$ cat config.mk
export PLATFORM = sky130hd
export DESIGN_NAME = line_mem_arbiter
export DESIGN_NICKNAME = d
export VERILOG_FILES = /design/src/rtl/mem_arb_pkg.sv /design/src/rtl/rr_arb2.sv /design/src/rtl/line_mem_arbiter.sv
export SDC_FILE = /design/constraint.sdc
export NUM_CORES = 1
export LEC_CHECK = 0
export BUFFER_PORTS_ARGS = -buffer_cell sky130_fd_sc_hd__buf_4
export CAP_MARGIN = 10
export CORE_AREA = 3 3 289 291
export CTS_CLUSTER_DIAMETER = 150
export CTS_CLUSTER_SIZE = 16
export DETAILED_ROUTE_END_ITERATION = 16
export DIE_AREA = 0 0 292 294
export SYNTH_ARGS = -nofsm -noshare
export SYNTH_HDL_FRONTEND = slang
export SYNTH_SLANG_ARGS = --single-unit
export TNS_END_PERCENT = 5
$ cat constraint.sdc
create_clock -name clk -period 2.1 [get_ports clk]
set_clock_uncertainty 0.2 [all_clocks]
set_input_delay 0.525 -clock clk [delete_from_list [all_inputs] [get_ports clk]]
set_output_delay 0.525 -clock clk [all_outputs]
set_load 0.02 [all_outputs]
$ cat src/rtl/mem_arb_pkg.sv
// Shared types and constants for the line-transfer memory arbiter.
package mem_arb_pkg;

   localparam int LINE_W = 128;
   localparam int ADDR_W = 32;

   typedef enum logic [1:0] {
      IDLE      = 2'd0,
      ISSUE     = 2'd1,
      WAIT_RESP = 2'd2,
      RESPOND   = 2'd3
   } arb_state_t;

   // Encoding matches the bit position in the two-bit request/grant vectors.
   typedef enum logic {
      ICACHE = 1'b0,
      DCACHE = 1'b1
   } requester_t;

   typedef struct packed {
      logic [ADDR_W-1:0] addr;
      logic [LINE_W-1:0] wdata;
      logic              rw;
   } line_req_t;

   // Forces a byte address onto its 16-byte line boundary.
   function automatic logic [ADDR_W-1:0] line_align(input logic [ADDR_W-1:0] a);
      return a & ~{{(ADDR_W-4){1'b0}}, 4'hF};
   endfunction

endpackage

$ cat src/rtl/rr_arb2.sv
// Two-input round-robin grant with its own last-winner register.
module rr_arb2
   import mem_arb_pkg::*;
(
   input  logic       clk,
   input  logic       RESET,
   input  logic [1:0] req,
   input  logic       en,
   output logic [1:0] grant
);

   requester_t last_grant;

   // One-hot grant; on a tie the requester that did not win last time goes.
   always_comb begin
      grant = 2'b00;
      if (en) begin
         case (req)
            2'b01:   grant = 2'b01;
            2'b10:   grant = 2'b10;
            2'b11:   grant = (last_grant == DCACHE) ? 2'b01 : 2'b10;
            default: grant = 2'b00;
         endcase
      end
   end

   // Remember the most recent winner; reset favours the icache on the first tie.
   always_ff @(posedge clk) begin
      if (!RESET)
         last_grant <= DCACHE;
      else if (grant != 2'b00)
         last_grant <= grant[1] ? DCACHE : ICACHE;
   end

endmodule

$ cat src/rtl/line_mem_arbiter.sv
// Shares one 128-bit line memory port between the icache and dcache,
// one transaction in flight, with a response watchdog.
//
// Handshake: a requester holds *_req_valid and its payload until it sees a
// one-cycle *_req_ready pulse; the memory side holds mem_req_valid and the
// request fields stable until the cycle mem_req_ready is high. A transfer
// occurs only in a cycle where valid and ready are both high.
module line_mem_arbiter
   import mem_arb_pkg::*;
#(
   parameter int TIMEOUT_CYCLES = 1023
) (
   input  logic              clk,
   input  logic              RESET,
   input  logic              ic_req_valid,
   input  logic [ADDR_W-1:0] ic_req_addr,
   output logic              ic_req_ready,
   output logic              ic_resp_valid,
   output logic [LINE_W-1:0] ic_resp_data,
   input  logic              dc_req_valid,
   input  logic              dc_req_rw,
   input  logic [ADDR_W-1:0] dc_req_addr,
   input  logic [LINE_W-1:0] dc_req_wdata,
   output logic              dc_req_ready,
   output logic              dc_resp_valid,
   output logic [LINE_W-1:0] dc_resp_data,
   output logic              mem_req_valid,
   output logic              mem_req_rw,
   output logic [ADDR_W-1:0] mem_req_addr,
   output logic [LINE_W-1:0] mem_req_wdata,
   input  logic              mem_req_ready,
   input  logic              mem_resp_valid,
   input  logic [LINE_W-1:0] mem_resp_data,
   output logic              err_timeout,
   output arb_state_t        dbg_state
);

   localparam int CNT_W = $clog2(TIMEOUT_CYCLES + 1);

   arb_state_t         state_q, state_d;
   requester_t         owner_q;
   line_req_t          req_q;
   logic [CNT_W-1:0]   cnt_q;
   logic               err_q;
   logic [LINE_W-1:0]  ic_data_q, dc_data_q;
   logic [1:0]         grant;
   logic               arb_en;
   logic               timeout_hit;

   // Arbitration only happens in IDLE and never while reset is asserted.
   assign arb_en      = RESET && (state_q == IDLE);
   assign timeout_hit = (cnt_q == CNT_W'(TIMEOUT_CYCLES - 1));

   rr_arb2 u_rr_arb2 (
      .clk   (clk),
      .RESET (RESET),
      .req   ({dc_req_valid, ic_req_valid}),
      .en    (arb_en),
      .grant (grant)
   );

   assign mem_req_rw    = req_q.rw;
   assign mem_req_addr  = req_q.addr;
   assign mem_req_wdata = req_q.wdata;
   assign ic_resp_data  = ic_data_q;
   assign dc_resp_data  = dc_data_q;
   assign err_timeout   = err_q;
   assign dbg_state     = state_q;

   // State register.
   always_ff @(posedge clk) begin
      if (!RESET)
         state_q <= IDLE;
      else
         state_q <= state_d;
   end

   // Next-state and handshake outputs; a response beats a same-cycle timeout.
   always_comb begin
      state_d       = state_q;
      ic_req_ready  = grant[0];
      dc_req_ready  = grant[1];
      mem_req_valid = 1'b0;
      ic_resp_valid = 1'b0;
      dc_resp_valid = 1'b0;
      case (state_q)
         IDLE: begin
            if (grant != 2'b00)
               state_d = ISSUE;
         end
         ISSUE: begin
            mem_req_valid = 1'b1;
            if (mem_req_ready)
               state_d = WAIT_RESP;
         end
         WAIT_RESP: begin
            if (mem_resp_valid || timeout_hit)
               state_d = RESPOND;
         end
         RESPOND: begin
            ic_resp_valid = (owner_q == ICACHE);
            dc_resp_valid = (owner_q == DCACHE);
            state_d       = IDLE;
         end
         default: state_d = IDLE;
      endcase
   end

   // Request latch, watchdog counter, sticky error and per-requester response data.
   always_ff @(posedge clk) begin
      if (!RESET) begin
         owner_q   <= ICACHE;
         req_q     <= '0;
         cnt_q     <= '0;
         err_q     <= 1'b0;
         ic_data_q <= '0;
         dc_data_q <= '0;
      end else begin
         case (state_q)
            IDLE: begin
               if (grant[1]) begin
                  owner_q     <= DCACHE;
                  req_q.rw    <= dc_req_rw;
                  req_q.addr  <= line_align(dc_req_addr);
                  req_q.wdata <= dc_req_rw ? dc_req_wdata : '0;
               end else if (grant[0]) begin
                  owner_q     <= ICACHE;
                  req_q.rw    <= 1'b0;
                  req_q.addr  <= line_align(ic_req_addr);
                  req_q.wdata <= '0;
               end
            end
            ISSUE: begin
               if (mem_req_ready)
                  cnt_q <= '0;
            end
            WAIT_RESP: begin
               cnt_q <= cnt_q + CNT_W'(1);
               if (mem_resp_valid) begin
                  if (owner_q == ICACHE)
                     ic_data_q <= req_q.rw ? '0 : mem_resp_data;
                  else
                     dc_data_q <= req_q.rw ? '0 : mem_resp_data;
               end else if (timeout_hit) begin
                  err_q <= 1'b1;
                  if (owner_q == ICACHE)
                     ic_data_q <= '0;
                  else
                     dc_data_q <= '0;
               end
            end
            default: ;
         endcase
      end
   end

endmodule

==> reports/metrics.yaml <==
grt_max_degree: 106
htree_levels: 1
drt-initial-drc-count: 763
ys_seq_area_share_pct: 56.7
drt_drc_violations_left: 0
p_per_area_nw_per_um2: 735
grt_pass1_vias: 15883
die_area_um2: 85800
leakagePower_nw: 11.0
port_buffers: 739
yosys-top-cells-area: "dfxtp_1, o21ai_0, nand3_1, a22oi_1, nor2_1"
syn_area_um2: 15100
finalNetCount: 3006
clockRootBuffer: "clkbuf_16"
path_max_fanout: 3
row_count: 104
hold_viol: 0
vias_per_cell: 4.25
core_area_um2: 80800
overflow: 0
clock_sinks: 428
irDropWorstVdd_mv: 0.538
finalCritPeriodShare_pct: 111
drive_gt1_share_pct: 34.8
dp_cells: 3402
ant_nets: 0
hpwl_um: 45700
violations: "negative setup slack"
syn_to_final_growth_pct: 74.8
fillers: 8225
max_freq_ghz: 0.428
clk_latency_ps: 600
worst_pin_slew_ps: 606
grt_use_total_pct: 13.7
multi_input_area_um2: 5910
syn_avg_cell_area_um2: 9.07
drv_slew: 0
cp_cell_sequence: "inv_2 > ha_4 > and2_4 > and3_4 > buf_6"
worstHoldPathType: "input port to register"
path_class: "register to output port"
synth_top_area_share_pct: 56.7
setup_viol_count_final: 56
cts_buffer_depth: 3
final_cells: 3734
start_util_pct: 18.7
cap_violations: 0
path_clk_slew_ps: 70
wire_per_inst_um: 17.2
end_kind: "output port"
first_pass_iters: 5
cp.arrival_ps: 1610
slowest_stage: "dfxtp_2"
seqCellArea_um2: 8570
dpl_worst_slack_ps: -10.6
fp.dieH_um: 294
routed_wl_um: 64200
ys_async_sr_fraction_pct: 0
fin_ws_ps: -238
ys_warn_count: 0
required_ps: 1370
yosys.area.top_type: "dfxtp_1"
cts_tree: "yes"
die_w_um: 292
synth-edff-count: 0
antenna_found_initial: 3
synth_seq_cells: 428
ys.flop_type: "dfxtp_1"
start_kind: "register"
maxSlewHeadroom_pct: 59.6
status: "finished, violations left"
crit_path_max_incr_delay_ps: 350
finalCriticalPeriod_ps: 2340
io_pins: 752
synth_cells: 1666
gp_congestion: 0.847
synth.most_common_cell: "dfxtp_1"
cts_buffers: 30
rsz0062_at_grt: "true"
ys_types: 47
grt_pass1_wl_um: 94000
via_count: 15873
ys_top_cells_by_count: "dfxtp_1, o21ai_0, nand3_1"
worst max-delay path: cells and delay by family, from the launching register on:
kind	cells	cell delay, ps
buffers and inverters	2	180
AND/OR/NAND/NOR	2	290
adder cells (fa/ha/maj)	1	170
flip-flops	1	350
layout by cell type (no fill, tap or decap), drive strengths merged, types with 3 or more instances in the layout:
cell type and count:
mux2i 29, nor2 139, clkbuf 36, nand2b 4
o21ai 290, a21oi 35, inv 8, and2 3
ha 7, nand3 261, nor2b 4, xor2 3
o21a 3, dlygate4sd3 277, buf 848, and3 4
dfxtp 428, a22oi 128, nand2 137, conb 4
flip-flops by register name, indices dropped and copies added (netlist names):
register and flops:
owner_q 1, ic_resp_data 128, mem_req_wdata 128, dbg_state 2, mem_req_rw 1, cnt_q 10, u_rr_arb2.last_grant 1, mem_req_addr 28
err_timeout 1, dc_resp_data 128
worst paths after layout:
| check | from | to | slack [ps] | cells after the start |
|---|---|---|---|---|
| worst min register to register | ic_resp_data[99]$_SDFFE_PN0P_ | ic_resp_data[99]$_SDFFE_PN0P_ | 260 | 2 |
| worst max-delay path | dbg_state[1]$_SDFFE_PN0P_ | ic_req_ready | -240 | 5 |
| worst max register to register | dbg_state[1]$_SDFFE_PN0P_ | dc_resp_data[70]$_SDFFE_PN0P_ | -60 | 8 |
| worst min-delay path | mem_resp_data[9] | ic_resp_data[9]$_SDFFE_PN0P_ | 50 | 3 |
timing repair:
action / 4_1_cts / 5_1_grt
hold buffers: 277 / 0
pin swaps: 4 / 4
buffers inserted: 6 / 10
endpoints found under the hold margin: 345 / 0
resized for setup: 20 / 29
endpoints found under the setup margin: 65 / 235
gates cloned: 0 / 5
per-stage QoR:
| stage | power (mW) | area [um2] | util, % | TNS (ps) | hold slack (ps) |
|---|---|---|---|---|---|
| 4_1_cts | 19.5 | 26100 | 32.3 | -1660 | 0.961 |
| 6_report | 19.4 | 26400 | 32.7 | -2160 | 49.8 |
| 3_3_place_gp | 13.3 | 22400 | 27.7 | 0 | 245 |
| 5_1_grt | 20.4 | 26400 | 32.7 | -28330 | 14.1 |
| 2_1_floorplan | 11.1 | 15100 | - | -1240 | 258 |
| 3_5_place_dp | 13.3 | 22400 | 27.7 | -12.3 | 250 |
area by class of cell:
class                   instances  share of cell area (%)
clock inverters                 1                   0.114
clock buffers                  31                    2.94
diodes                          2                  0.0190
inverters                       8                   0.133
repair buffers               1130                    36.9
multi-input cells            1074                    22.4
flip-flops and latches        428                    32.5
well taps                    1060                    5.02
layer usage:
layer | vias up | part of all wire [%] | track usage, % | wire, um
met4 | 0 | 4.0 | 5.43 | 2550
met5 | - | 0 | 0 | 0
met1 | 7277 | 40 | 15.8 | 25500
li1 | 7828 | - | - | -
met3 | 115 | 8.2 | 3.99 | 5270
met2 | 653 | 48 | 24.0 | 30900
cells by family after synthesis:
family	after synthesis	synth area share, %
adders and majority gates	7	0.580
and+or+nand+nor	562	17.3
DFF	428	56.7
other	1	0.0248
muxes	30	2.00
AOI/OAI and AO/OA	466	18.0
buffers and inverters	167	5.13
xor gates and xnor gates	5	0.290
power breakdown:
| group | total (mW) | leakage (nW) | internal (mW) | switching, mW |
|---|---|---|---|---|
| Clock | 5.54 | 0.396 | 2.71 | 2.83 |
| Sequential | 8.81 | 3.46 | 8.55 | 0.267 |
| Combinational | 5.06 | 7.15 | 2.39 | 2.67 |
| Total | 19.4 | 11.0 | 13.6 | 5.77 |
No activity file was read; power rests on OpenSTA's default activity.
